[src/rtl/spi_defs.sv]
// Shared SPI definitions: FSM state encoding and default frame parameters.
// Used by both the SPI master and spi_slave_sync.
package spi_defs;

    typedef enum logic [1:0] {
        ST_IDLE  = 2'd0,
        ST_SHIFT = 2'd1,
        ST_DONE  = 2'd2
    } spi_state_e;

    localparam int         SPI_DATA_W    = 8;
    localparam logic [7:0] SPI_IDLE_BYTE = 8'hFF;

endpackage

[src/rtl/spi_slave_sync_if.sv]
// Host-side parallel byte ports of spi_slave_sync (TX and RX valid/ready handshakes).
interface spi_slave_sync_if
    import spi_defs::*;
#(
    parameter int DATA_W = SPI_DATA_W
);
    logic [DATA_W-1:0] tx_data;
    logic              tx_valid;
    logic              tx_ready;
    logic [DATA_W-1:0] rx_data;
    logic              rx_valid;
    logic              rx_ack;

    modport master (output tx_data, tx_valid, rx_ack,
                    input  tx_ready, rx_data, rx_valid);

    modport slave  (input  tx_data, tx_valid, rx_ack,
                    output tx_ready, rx_data, rx_valid);
endinterface

[src/rtl/spi_sync_edge.sv]
// Two-flop synchronizer for an asynchronous pin, with one-cycle rise/fall pulses
// derived from the synchronized level.
module spi_sync_edge #(
    parameter logic RST_VAL = 1'b0
) (
    input  logic clk,
    input  logic rst,
    input  logic din,
    output logic dout,
    output logic rise,
    output logic fall
);
    logic [2:0] sr;

    always_ff @(posedge clk) begin
        if (!rst) sr <= {3{RST_VAL}};
        else      sr <= {sr[1:0], din};
    end

    assign dout = sr[1];
    assign rise = sr[1] & ~sr[2];
    assign fall = ~sr[1] & sr[2];
endmodule

[src/rtl/spi_slave_sync.sv]
// SPI mode-0 responder oversampled in the clk domain, with host byte handshakes.
// Optional sticky overrun flag built when SPI_SLAVE_OVERRUN_EN is defined.
//
// state  | meaning
// IDLE   | waiting for ss falling edge; miso driven 0
// SHIFT  | frame active; sample mosi on sck rise, shift miso on sck fall
// DONE   | one cycle; publish received byte to rx_data/rx_valid
module spi_slave_sync
    import spi_defs::*;
#(
    parameter int              DATA_W    = SPI_DATA_W,
    parameter logic [DATA_W-1:0] IDLE_BYTE = DATA_W'(SPI_IDLE_BYTE)
) (
    input  logic clk,
    input  logic rst,
    input  logic en,
    input  logic sck,
    input  logic ss,
    input  logic mosi,
    output logic miso,
    output logic busy,
    output logic overrun,
    spi_slave_sync_if.slave host
);
    localparam int CNT_W = $clog2(DATA_W + 1);

    logic              sck_s, sck_rise, sck_fall;
    logic              ss_s, ss_rise, ss_fall;
    logic [1:0]        mosi_q;
    spi_state_e        state, state_nxt;
    logic [CNT_W-1:0]  bit_cnt;
    logic [DATA_W-1:0] tx_shift, rx_shift, tx_hold, start_byte;
    logic              tx_full, start, done;

    spi_sync_edge #(.RST_VAL(1'b0)) u_sck_sync (
        .clk(clk), .rst(rst), .din(sck), .dout(sck_s), .rise(sck_rise), .fall(sck_fall)
    );

    // ss idles high, so its synchronizer resets high to avoid a false fall.
    spi_sync_edge #(.RST_VAL(1'b1)) u_ss_sync (
        .clk(clk), .rst(rst), .din(ss), .dout(ss_s), .rise(ss_rise), .fall(ss_fall)
    );

    always_ff @(posedge clk) begin
        if (!rst) mosi_q <= '0;
        else      mosi_q <= {mosi_q[0], mosi};
    end

    always_ff @(posedge clk) begin
        if (!rst) state <= ST_IDLE;
        else      state <= state_nxt;
    end

    always_comb begin
        state_nxt = state;
        if (!en) begin
            state_nxt = ST_IDLE;
        end else begin
            case (state)
                ST_IDLE:  if (ss_fall) state_nxt = ST_SHIFT;
                ST_SHIFT: begin
                    if (ss_rise)
                        state_nxt = ST_IDLE;
                    else if (sck_rise && bit_cnt == CNT_W'(DATA_W - 1))
                        state_nxt = ST_DONE;
                end
                ST_DONE:  state_nxt = ST_IDLE;
                default:  state_nxt = ST_IDLE;
            endcase
        end
    end

    assign start         = (state == ST_IDLE) && (state_nxt == ST_SHIFT);
    assign done          = (state == ST_DONE) && en;
    assign start_byte    = tx_full ? tx_hold : IDLE_BYTE;
    assign busy          = (state != ST_IDLE);
    assign host.tx_ready = ~tx_full;

    always_ff @(posedge clk) begin
        if (!rst) begin
            tx_hold       <= '0;
            tx_full       <= 1'b0;
            tx_shift      <= '0;
            rx_shift      <= '0;
            bit_cnt       <= '0;
            miso          <= 1'b0;
            host.rx_data  <= '0;
            host.rx_valid <= 1'b0;
        end else begin
            // A start in the same cycle as an offer uses the old holding content.
            if (host.tx_valid && !tx_full) begin
                tx_hold <= host.tx_data;
                tx_full <= 1'b1;
            end else if (start) begin
                tx_full <= 1'b0;
            end

            if (start) begin
                tx_shift <= start_byte;
                miso     <= start_byte[DATA_W-1];
                rx_shift <= '0;
                bit_cnt  <= '0;
            end else if (state == ST_SHIFT && state_nxt != ST_IDLE) begin
                if (sck_rise) begin
                    rx_shift <= {rx_shift[DATA_W-2:0], mosi_q[1]};
                    bit_cnt  <= bit_cnt + 1'b1;
                end
                if (sck_fall) begin
                    tx_shift <= tx_shift << 1;
                    miso     <= tx_shift[DATA_W-2];
                end
            end

            if (state_nxt == ST_IDLE)
                miso <= 1'b0;

            if (done) begin
                host.rx_data  <= rx_shift;
                host.rx_valid <= 1'b1;
            end else if (host.rx_ack) begin
                host.rx_valid <= 1'b0;
            end
        end
    end

`ifdef SPI_SLAVE_OVERRUN_EN
    always_ff @(posedge clk) begin
        if (!rst)                                     overrun <= 1'b0;
        else if (done && host.rx_valid && !host.rx_ack) overrun <= 1'b1;
    end
`else
    assign overrun = 1'b0;
`endif

    logic unused_ok;
    assign unused_ok = sck_s ^ ss_s;
endmodule

[src/flat_wrapper.sv]
// flat-port wrapper written by rule: the top's interface ports become plain ports
module spi_slave_sync_flat import spi_defs::*;
#(
    parameter int              DATA_W    = SPI_DATA_W,
    parameter logic [DATA_W-1:0] IDLE_BYTE = DATA_W'(SPI_IDLE_BYTE)
)
  (clk, rst, en, sck, ss, mosi, miso, busy, overrun, host_tx_data, host_tx_valid, host_rx_ack, host_tx_ready, host_rx_data, host_rx_valid);
  spi_slave_sync_if #(.DATA_W(DATA_W)) host_i ();
  input  logic clk;
  input  logic rst;
  input  logic en;
  input  logic sck;
  input  logic ss;
  input  logic mosi;
  output logic miso;
  output logic busy;
  output logic overrun;
  input wire logic [$bits(host_i.tx_data)-1:0] host_tx_data;
  input wire logic [$bits(host_i.tx_valid)-1:0] host_tx_valid;
  input wire logic [$bits(host_i.rx_ack)-1:0] host_rx_ack;
  output wire logic [$bits(host_i.tx_ready)-1:0] host_tx_ready;
  output wire logic [$bits(host_i.rx_data)-1:0] host_rx_data;
  output wire logic [$bits(host_i.rx_valid)-1:0] host_rx_valid;
  assign host_i.tx_data = host_tx_data;
  assign host_i.tx_valid = host_tx_valid;
  assign host_i.rx_ack = host_rx_ack;
  assign host_tx_ready = host_i.tx_ready;
  assign host_rx_data = host_i.rx_data;
  assign host_rx_valid = host_i.rx_valid;
  spi_slave_sync #(.DATA_W(DATA_W), .IDLE_BYTE(IDLE_BYTE)) u_core (.clk(clk), .rst(rst), .en(en), .sck(sck), .ss(ss), .mosi(mosi), .miso(miso), .busy(busy), .overrun(overrun), .host(host_i));
endmodule
[config.mk]
export PLATFORM = sky130hd
export DESIGN_NAME = spi_slave_sync_flat
export DESIGN_NICKNAME = d
export VERILOG_FILES = /design/src/rtl/spi_defs.sv /design/src/rtl/spi_slave_sync_if.sv /design/src/rtl/spi_sync_edge.sv /design/src/rtl/spi_slave_sync.sv /design/src/flat_wrapper.sv
export SDC_FILE = /design/constraint.sdc
export NUM_CORES = 1
export LEC_CHECK = 0
export CAP_MARGIN = 20
export CORE_ASPECT_RATIO = 0.9
export CORE_UTILIZATION = 56
export CTS_BUF_LIST = sky130_fd_sc_hd__clkbuf_4
export CTS_CLUSTER_DIAMETER = 30
export CTS_CLUSTER_SIZE = 8
export DETAILED_ROUTE_END_ITERATION = 10
export GPL_TIMING_DRIVEN = 0
export PLACE_DENSITY = 0.93
export RECOVER_POWER = 50
export SLEW_MARGIN = 20
export SYNTH_ARGS = -nofsm -noshare
export SYNTH_HDL_FRONTEND = slang
export SYNTH_SLANG_ARGS = --single-unit
[constraint.sdc]
create_clock -name clk -period 2.28 [get_ports clk]
set_clock_uncertainty 0.2 [all_clocks]
set_input_delay 0.456 -clock clk [delete_from_list [all_inputs] [get_ports clk]]
set_output_delay 0.456 -clock clk [all_outputs]
set_load 0.01 [all_outputs]
==> results.txt, run 1 <==
The run finished with clean final reports. The logs give 2 for the depth of the CTS H-tree and 268 for the layout net count. Once the floorplan was initialized, standard cells occupied 59.5% of the core. At the worst endpoint, the arrival time is 2200 ps. The share of async-settable or async-resettable flops after synthesis is 0%.

For the fill cell total of the finished layout, the log shows 264. The most frequent standard cell in the layout excluding fill and tap cells was dfxtp_1. The tools report the detailed placer's ending HPWL as 3070 µm. The critical path's slowest cell is dlygate4sd3_1. Leakage power figure: 0.000905 µW. In the layout the commonest cells are dfxtp_1, clkdlybuf4s50_1, o31ai_1. The average instance area after synthesis was 9.40 µm². Traced cell by cell, the critical path runs through dlygate4sd3_1, nand2b_2, buf_6, clkbuf_1, nor4_1, mux2i_1. The tool flagged a number of max-cap violations equal to 0. After synthesis, the cell types taking the most area are dfxtp_1, mux2i_1, o31ai_1. Input and output buffers added on the ports amount to 27. Yosys printed 0 warnings. Measured in cells, the most critical reg-to-reg path has a length of 5. The cell row count was 20; the number of flops mapped to enable cells by yosys was 0. TritonCTS built the clock tree. The number of nets with antenna violations after detailed routing is 0, and the transition time at the pin with the least slew margin is 555 ps. The worst setup path is captured at a register.

In the routed design, unresolved DRC markers number 0. The number of placed instances with taps included was 288. Summing the sequential cell areas from Yosys gives 47.1% of the chip area. The floorplan step set the die height to 59.3 µm. Together, buffers and inverters on the worst path number 3.

The most used flip-flop cell after synthesis is dfxtp_1. The worst hold path belongs to the class reg -> reg. Summed over all layers, the global routing overflow is 0. In this run, synthesis produced a sequential element count of 48. Dividing the final minimum period by the clock period gives 91.4%. The root buffer cell chosen for the clock tree is clkbuf_4. In this run the worst path has a maximum fanout of 10. The final layout contains routed wiring with a total length of 4410 µm.

The smallest clock period supported by the final layout is computed as 2080 ps. Across the VDD grid, the largest voltage drop is 0.000593 V. Before antenna repair, the detailed router went through 4 iterations.

Counting distinct cell types in the post-synthesis netlist gives 38. From synthesis to final layout, the design area changed by 19.9%. Cells with a size suffix above 1 make up 6.75% of the layout. The cell depth of the worst min-delay path was 1. For the number of hold-slack violations in the final timing report, the log shows 0. For the worst-skew pair, the clock arrives at the later sink with an insertion delay of 380 ps. The ratio of total power to cell area works out to 614 nW/µm². The data required time of the worst path came out at 2400 ps. The count of clock tree sinks was 48.

Synthesis produced 217 cells. The final RePlAce weighted congestion is 0.831. Dividing the detail-routed wire length by the instance count gives 14.9 µm. The run gives 197 ps as the worst-case setup margin in the final layout.

By startpoint and endpoint, the worst setup path is classified as in -> reg. Cell class contributing the biggest share of worst-path delay: buffers and inverters. Global routing used 24.7% of the available tracks.

Synthesis produced a netlist with a net count of 234. After clock tree synthesis, the clock-pin slew on the worst setup and hold paths is 140 ps. Setup repair after global routing left no endpoint under its margin. Total clock buffers created by CTS: 5.

The top cell type by area accounts for 47.1% of the synthesized area. The worst pin sits at a relative slew slack of 63.0%. The number of diodes added for antenna fixing is 0.

The maximum buffer depth of the clock tree is 2. The number of slew-limit violations in the final report was 0; the delay contributed by the slowest stage of the critical path was 590 ps. The cell area that synthesis handed to floorplanning was 2040 µm².

The number of global-route vias before repair is 1597. The die is 65.6 µm wide. The run gives 3430 µm² as the total core area. The logs give 296 for the non-filler instance count after layout and 0 ps for the total negative setup slack. Largest area contributor in the netlist: dfxtp_1. The initial antenna violation count came out at 0.

The fmax came out at 0.480 GHz. The worst hold slack came out at 227 ps. The critical path runs through a total of 6 cells.

The tools report the die area as 3890 µm². The routed layout has 1741 vias. Type of origin of the critical path: a primary input.

OpenSTA, run right after detailed placement, puts the worst setup slack at -142 ps. The first global-routing pass estimated 7130 µm of wire. After the first detailed-routing iteration, the DRC count stood at 162. For this design the top-level I/O count stands at 29.

Setup violations remaining at the end of the flow were counted as 0. The pin count of the biggest net entering global routing is 16, and the via density per instance is 5.88. Number of hold-repair buffers added at the cts stage: 0.
[layer usage]
metal / up-vias / wire, µm / global-route usage [%]
met5: - / 0 / 0
met4: 0 / 55 / 9.32
met3: 7 / 181 / 8.85
met2: 42 / 2210 / 40.5
met1: 835 / 1960 / 29.5
li1: 857 / - / -
[final timing paths]
check | startpoint | slack [ps] | end
setup / recovery | en | 200 | u_core.bit_cnt[3]
hold / removal | u_core.u_ss_sync.sr[0] | 230 | u_core.u_ss_sync.sr[1]
setup reg to reg | u_core.state[1] | 410 | u_core.bit_cnt[3]
hold reg to reg | u_core.u_ss_sync.sr[0] | 230 | u_core.u_ss_sync.sr[1]
[per-stage QoR]
stage	utilization, %	cell area (µm²)	total power (µW)
after floorplan	-	2040	958
after detailed placement	69.0	2370	1010
after global routing	71.4	2450	1570
final	71.4	2450	1500
after CTS	71.5	2450	1510
after global placement	69.0	2370	1010
[worst reg2reg max path: stages (launching register included)]
cell	delay [ps]
dfxtp_1	360
nand2b_2	210
buf_6	140
clkbuf_1	220
nor4_1	450
mux2i_1	230
[Yosys cell counts (6+ instances only)]
cell / instances
clkbuf_1: 13
nand4_1: 9
a311oi_1: 7
dfxtp_1: 48
o31ai_1: 19
inv_1: 9
or4_1: 9
a21oi_1: 13
nor2_1: 17
nor3_1: 8
mux2i_1: 17
buf_2: 6
[repair_timing]
item                       in CTS  in global routing
setup endpoints to repair       1                  1
pin swaps                       0                  0
gates resized for setup         2                  1
setup buffers                   0                  0
[sequential cells by signal (all words and copies together), names as in the netlist, 2 cells and up]
| register | count |
|---|---|
| u_core.host.rx_data | 8 |
| u_core.rx_shift | 8 |
| u_core.tx_hold | 8 |
| u_core.tx_shift | 7 |
| u_core.bit_cnt | 4 |
| u_core.u_sck_sync.sr | 3 |
| u_core.u_ss_sync.sr | 3 |
| u_core.mosi_q | 2 |
| u_core.state | 2 |
[cells by family (layout without fill, tap and decap cells)]
family / count (synthesis) / after routing / synth area share, %
fa+ha+maj: 1 / 1 / 0.613
mux: 17 / 17 / 8.34
simple gates: 72 / 72 / 21.3
compound gates: 47 / 47 / 15.9
flops: 48 / 48 / 47.1
other cells: 1 / 1 / 0.184
buf+inv: 31 / 66 / 6.62
[final cells by class]
| class | instances | area (µm²) | share of cell area [%] |
|---|---|---|---|
| Clock buffer | 5 | 37.5 | 1.53 |
| Inverter | 9 | 33.8 | 1.38 |
| Clock inverter | 3 | 42.5 | 1.74 |
| Buffer | 22 | 104 | 4.24 |
| Timing Repair Buffer | 27 | 273 | 11.1 |
| Multi-Input combinational cell | 138 | 940 | 38.4 |
| Sequential cell | 48 | 962 | 39.3 |
| Tap cell | 44 | 55.1 | 2.25 |
[report_power, final]
group,internal (µW),switching (µW)
logic,56.8,62.9
clock network,229,282
registers,860,12.8
Note: power is estimated with default switching activity, not from simulation.
==> run 2, diff against run 1 <==
--- a/config.mk
+++ b/config.mk
@@ -6,7 +6,6 @@
 export NUM_CORES = 1
 export LEC_CHECK = 0
 export CAP_MARGIN = 20
-export CORE_ASPECT_RATIO = 0.9
 export CORE_UTILIZATION = 56
 export CTS_BUF_LIST = sky130_fd_sc_hd__clkbuf_4
 export CTS_CLUSTER_DIAMETER = 30
==> constraint.sdc (replaced) <==
create_clock -name clk -period 2.28 [get_ports clk]
set_clock_uncertainty 0.2 [all_clocks]
set_input_delay 0.456 -clock clk [delete_from_list [all_inputs] [get_ports clk]]
set_output_delay 0.456 -clock clk [all_outputs]
set_load 0.005 [all_outputs]
==> results.txt, run 2 (synthesis results as in run 1) <==
The cell row count came out at 21 (was 20). Setup repair after global routing left no endpoint under its margin. The flow ran to the end, and the final reports show no timing, DRC or antenna violations. The cell depth of the worst min-delay path works out to 1 (unchanged). The run gives 0 (unchanged) as the number of diodes added for antenna fixing. The via density per instance is 5.81 (was 5.88), and the horizontal die dimension is 62.4 µm (was 65.6 µm).

The tools report the data required time of the worst path as 1620 ps (was 2400 ps). The capture point of the worst reg-to-reg path was u_core.bit_cnt[3] (unchanged). The max-cap check violation count is 0 (unchanged), and the count of routing violations after the opening detailed-route iteration is 107 (was 162). The run gives 3890 µm² (about the same) as the die area.

The post-route fraction of the period consumed by the critical path works out to 96.7% (was 91.4%). The tools report the global-route wire length before repair as 7160 µm (was 7130 µm). The final routed DRC violation total came out at 0 (unchanged). The start point of the worst hold path was u_core.u_ss_sync.sr[0] (unchanged).

The depth of the worst register-to-register path was 5 (unchanged). The worst slew margin relative to its limit was 61.4% (was 63.0%); the setup violation total in the final timing report was 0 (unchanged). Ratio of total power to cell area: 569 nW/µm² (was 614 nW/µm²). Kind of end point of the critical path: a primary output (was a register).

Endpoint of the worst hold path: u_core.u_ss_sync.sr[1] (unchanged). The logs give 0.000879 µW (was 0.000905 µW) for the leakage power figure and 0 (unchanged) for the number of slew-limit violations in the final report. The layout-stage area growth over the synthesis result is 18.8% (was 19.9%), and the share of post-route cells with drive strength above 1 is 7.14% (was 6.75%). The worst hold slack was 227 ps (about the same).

The final routed wirelength across all metal layers came out at 4250 µm (was 4410 µm). The final RePlAce weighted congestion was 0.816 (was 0.831). Class of the tightest hold or removal check: reg -> reg (unchanged).

Top Registers: u_core.host.rx_data x8, u_core.rx_shift x8, u_core.tx_hold x8 (unchanged). Minimum clock period: 2200 ps (was 2080 ps). The clock tree root driver cell was clkbuf_4 (unchanged). The detailed placer's ending HPWL is 2970 µm (was 3070 µm), and the pin count of the biggest net entering global routing is 16 (unchanged). TritonCTS built the clock tree. The clock transition time at the flip-flop clock pins of the worst setup and hold paths is 140 ps (about the same), and the number of buffers added for setup after CTS is 0 (unchanged). The type of origin of the critical path is a register (was a primary input).

The transition time at the pin with the least slew margin was 580 ps (was 555 ps). The run gives 0 (unchanged) as the number of hold-slack violations in the final timing report. For the clock insertion delay at the later pin of the skew report, the log shows 370 ps (was 380 ps). Type of the setup path with the least slack: reg -> out (was in -> reg).

The number of global-route vias before repair came out at 1570 (was 1597). The run gives 0 (unchanged) as the number of nets with antenna violations after detailed routing. For the fmax, the log shows 0.454 GHz (was 0.480 GHz). Launching point of the worst reg2reg path: u_core.state[1] (unchanged).

The tools report the number of optimization iterations in the first detailed-route pass as 5 (was 4). Most frequent standard cell in the layout excluding fill and tap cells: dfxtp_1 (unchanged). The number of buffers inserted by port buffering is 27 (unchanged), and the overall track demand over capacity in global routing is 23.3% (was 24.7%). Number of hold-repair buffers added at the cts stage: 0 (unchanged). The wire length per cell was 14.3 µm (was 14.9 µm); the total vias in the final route was 1730 (was 1741).

The tools report the count of clock tree sinks as 48 (unchanged). The final non-filler cell area was 2420 µm² (was 2450 µm²). For the total core area, the log shows 3420 µm² (was 3430 µm²). The run gives 2370 µm² (about the same) as the area of placed instances. The vertical die dimension is 62.4 µm (was 59.3 µm). Initial antenna violation count: 0 (unchanged). For the effective utilization at floorplan, the log shows 59.7% (was 59.5%).

The total of cells resized after clock tree synthesis was 0 (was 2). The reg2reg setup slack was 430 ps (was 410 ps); the maximum fanout count along the critical path was 10 (unchanged). The logs give 29 (unchanged) for the top-level port count and 2 (unchanged) for the depth of the CTS H-tree. For the overall overflow remaining after global route, the log shows 0 (unchanged).

For the layout net count, the log shows 268 (unchanged). Most frequent cells in the layout: dfxtp_1, clkdlybuf4s50_1, o31ai_1 (unchanged). The logs give 5 (unchanged) for the total clock buffers created by CTS and 2 (unchanged) for the maximum buffer depth of the clock tree.

For the data arrival time of the worst path, the log shows 1550 ps (was 2200 ps). Maximum vdd drop: 0.000540 V (was 0.000593 V).
-- run 2: layout make-up --
| type | count | area (µm²) |
|---|---|---|
| plain buffers | 22 | 104 |
| repair buffers | 27 | 270 |
| well taps | 46 | 57.6 |
| inverters | 9 | 33.8 |
| multi-input cells | 138 | 940 |
| clock buffers | 5 | 37.5 |
| flip-flops and latches | 48 | 962 |
| clock inverters | 3 | 18.8 |
| fillers | 262 | 992 |
-- run 2: per-layer routing --
metal	up-vias	wire length, µm	global-route usage (%)
li1	865	-	-
met1	808	1930	29.8
met2	48	2020	37.9
met3	9	213	5.15
met4	0	86	9.88
met5	-	0	0
-- run 2: report_power, final --
part	internal (µW)	total, µW	switching, µW
clock	119	389	270
combinational	56.7	119	62.5
sequential	860	872	12.3
total	1040	1380	345
-- run 2: worst max-delay path by stage --
stage	startpoint	to	slack (ps)
after floorplan	en	u_core.tx_shift[1]	650
after global placement	en	u_core.bit_cnt[3]	-90
after detailed placement	en	u_core.bit_cnt[3]	-120
after CTS	u_core.state[0]	busy	3
after global routing	u_core.state[0]	busy	2
final	u_core.state[0]	busy	80
-- run 2: worst max-delay path: stages (launching register included) --
cell,delay [ps]
dfxtp_2,360
clkbuf_4,170
or2_1,210
clkdlybuf4s50_1,440
-- run 2: per-stage QoR --
| stage | total power (µW) | std cells | TNS, ps | worst slack, ps | utilization, % |
|---|---|---|---|---|---|
| after floorplan | 957 | 217 | 0 | 647 | - |
| after global placement | 1010 | 290 | -142 | -88.8 | 69.3 |
| after detailed placement | 1010 | 290 | -507 | -121 | 69.3 |
| after CTS | 1380 | 298 | 0 | 3.40 | 71.0 |
| after global routing | 1440 | 298 | 0 | 2.39 | 71.0 |
| final | 1380 | 298 | 0 | 75.4 | 71.0 |
==> run 3, diff against run 2 <==
--- a/config.mk
+++ b/config.mk
@@ -12,7 +12,7 @@
 export CTS_CLUSTER_SIZE = 8
 export DETAILED_ROUTE_END_ITERATION = 10
 export GPL_TIMING_DRIVEN = 0
-export PLACE_DENSITY = 0.93
+export PLACE_DENSITY_LB_ADDON = 0.25
 export RECOVER_POWER = 50
 export SLEW_MARGIN = 20
 export SYNTH_ARGS = -nofsm -noshare
==> results.txt, run 3 (synthesis results as in run 1) <==
CP cell instances: clkbuf_4, or2_1, clkdlybuf4s50_1 (unchanged). Met1 layer usage reported by global route: 31.3% (was 29.8%). Post-route fraction of the period consumed by the critical path: 97.2% (was 96.7%). The share of post-route cells with drive strength above 1 is 7.14% (unchanged), and the worst-case setup margin in the final layout is 64.2 ps (was 75.4 ps). The logs give 0 (unchanged) for the final routed DRC violation total and 17 (was 16) for the pin count of the biggest net entering global routing. The overall track demand over capacity in global routing is 24.1% (was 23.3%), and the layout net count is 268 (unchanged).

For the post-place setup slack, the log shows -81.6 ps (was -121 ps). Top Registers: u_core.host.rx_data x8, u_core.rx_shift x8, u_core.tx_hold x8 (unchanged). The number of buffers inserted by port buffering came out at 27 (unchanged). The number of global-route vias before repair is 1709 (was 1570), and the maximum buffer depth of the clock tree is 2 (unchanged). For the die area, the log shows 3890 µm² (unchanged).

For the count of clock tree sinks, the log shows 48 (unchanged). The total vias in the final route was 1707 (was 1730); the area of the multi-input gates was 940 µm² (unchanged). The initial antenna violation count is 0 (unchanged), and the final routed wirelength across all metal layers is 4350 µm (was 4250 µm). The overall overflow remaining after global route was 0 (unchanged). The clock transition time at the flip-flop clock pins of the worst setup and hold paths is 140 ps (about the same). The area used by sequential logic in the layout was 962 µm² (unchanged). The fmax was 0.451 GHz (was 0.454 GHz). The number of optimization iterations in the first detailed-route pass is 4 (was 5). Most frequent cells in the layout: dfxtp_1, clkdlybuf4s50_1, o31ai_1 (unchanged). The depth of the CTS H-tree is 2 (unchanged), and the ratio of total power to cell area is 616 nW/µm² (was 569 nW/µm²). The minimum clock period is 2220 ps (was 2200 ps).

The cell row count came out at 21 (unchanged). The number of diodes added for antenna fixing was 0 (unchanged). The maximum fanout count along the critical path was 10 (unchanged); the clock insertion delay at the later pin of the skew report was 380 ps (was 370 ps).

Most used routing layer in global routing: met2 (unchanged). The leakage power figure was 0.000888 µW (was 0.000879 µW). The critical path's slowest cell was clkdlybuf4s50_1 (unchanged).

The total core area is 3420 µm² (unchanged), and the worst hold slack is 232 ps (was 227 ps). Setup repair after global routing left no endpoint under its margin. The effective utilization at floorplan came out at 59.7% (unchanged). The delay contributed by the slowest stage of the critical path was 440 ps (about the same); the vertical die dimension was 62.4 µm (unchanged). The worst slew margin relative to its limit was 64.2% (was 61.4%); the number of hold-slack violations in the final timing report was 0 (unchanged). For the top-level port count, the log shows 29 (unchanged). The flow ran to the end, and the final reports show no timing, DRC or antenna violations. The total negative setup slack is 0 ps (unchanged), and the met2 layer usage reported by global route is 40.2% (was 37.9%).

The transition time at the pin with the least slew margin works out to 537 ps (was 580 ps). The maximum vdd drop is 0.000466 V (was 0.000540 V), and the data arrival time of the worst path is 1560 ps (was 1550 ps). The met3 demand-to-capacity share in global routing came out at 3.86% (was 5.15%).

The run gives 0.843 (was 0.816) as the final RePlAce weighted congestion. The horizontal die dimension was 62.4 µm (unchanged). Count of routing violations after the opening detailed-route iteration: 89 (was 107). The tools report the number of nets with antenna violations after detailed routing as 0 (unchanged). The type of the setup path with the least slack was reg -> out (unchanged). The via density per instance is 5.73 (was 5.81), and the number of buffer and inverter stages on the critical path is 2 (unchanged). The fill cell total of the finished layout was 273 (was 262). The data required time of the worst path is 1620 ps (about the same). The tools report the detailed placer's ending HPWL as 3090 µm (was 2970 µm).

Layout-stage area growth over the synthesis result: 20.1% (was 18.8%). Number of buffers added for setup after CTS: 0 (unchanged). Kind of end point of the critical path: a primary output (unchanged). The wire length per cell works out to 14.6 µm (was 14.3 µm).

The number of slew-limit violations in the final report was 0 (unchanged). The type of origin of the critical path is a register (unchanged). The class of the tightest hold or removal check is reg -> reg (unchanged). The clock tree root driver cell was clkbuf_4 (unchanged). For the max-cap check violation count, the log shows 0 (unchanged).

The cell class contributing the biggest share of worst-path delay was buffers and inverters (unchanged). The total clock buffers created by CTS was 5 (unchanged); the setup violation total in the final timing report was 0 (unchanged). The global-route wire length before repair came out at 7550 µm (was 7160 µm). TritonCTS built the clock tree. The most frequent standard cell in the layout excluding fill and tap cells was dfxtp_1 (unchanged).
==> run 3: timing repair <==
action                                  in CTS  in global routing
resized for setup                            0                  2
hold buffers                                 0                  0
endpoints found under the hold margin        0                  0
endpoints found under the setup margin       0                  1
==> run 3: path summary, 6_finish.rpt <==
check	startpoint	to	slack, ps	cells after the start
hold reg to reg	u_core.u_ss_sync.sr[0]	u_core.u_ss_sync.sr[1]	230	1
setup / recovery	u_core.state[0]	busy	60	3
setup reg to reg	u_core.state[1]	u_core.bit_cnt[3]	460	5
hold / removal	u_core.u_ss_sync.sr[0]	u_core.u_ss_sync.sr[1]	230	1
==> run 3: area by class of cell <==
class / count / area share (%)
tap: 46 / 2.35
timing repair buffer: 27 / 11.0
clock buffer: 5 / 1.53
inverter: 9 / 1.38
sequential: 48 / 39.3
buffer: 22 / 4.24
multi-input combinational: 138 / 38.3
clock inverter: 3 / 1.89
==> run 3: through the flow <==
step	util [%]	area, µm²	power [µW]	cells
floorplan	-	2040	957	217
global placement	69.3	2370	1010	290
detailed placement	69.3	2370	1010	290
CTS	71.8	2450	1510	298
global route	71.8	2450	1570	298
finish	71.8	2450	1510	298
==> run 3: per-layer routing <==
layer	up-vias	part of all wire (%)
met3	8	5.3
met1	784	47
met2	51	46
met4	0	1.2
met5	-	0
li1	864	-
==> run 3: where the power goes <==
part / switching [µW] / internal (µW) / total (µW)
sequential: 13.5 / 860 / 873
combinational: 60.7 / 56.6 / 117
clock: 285 / 235 / 520
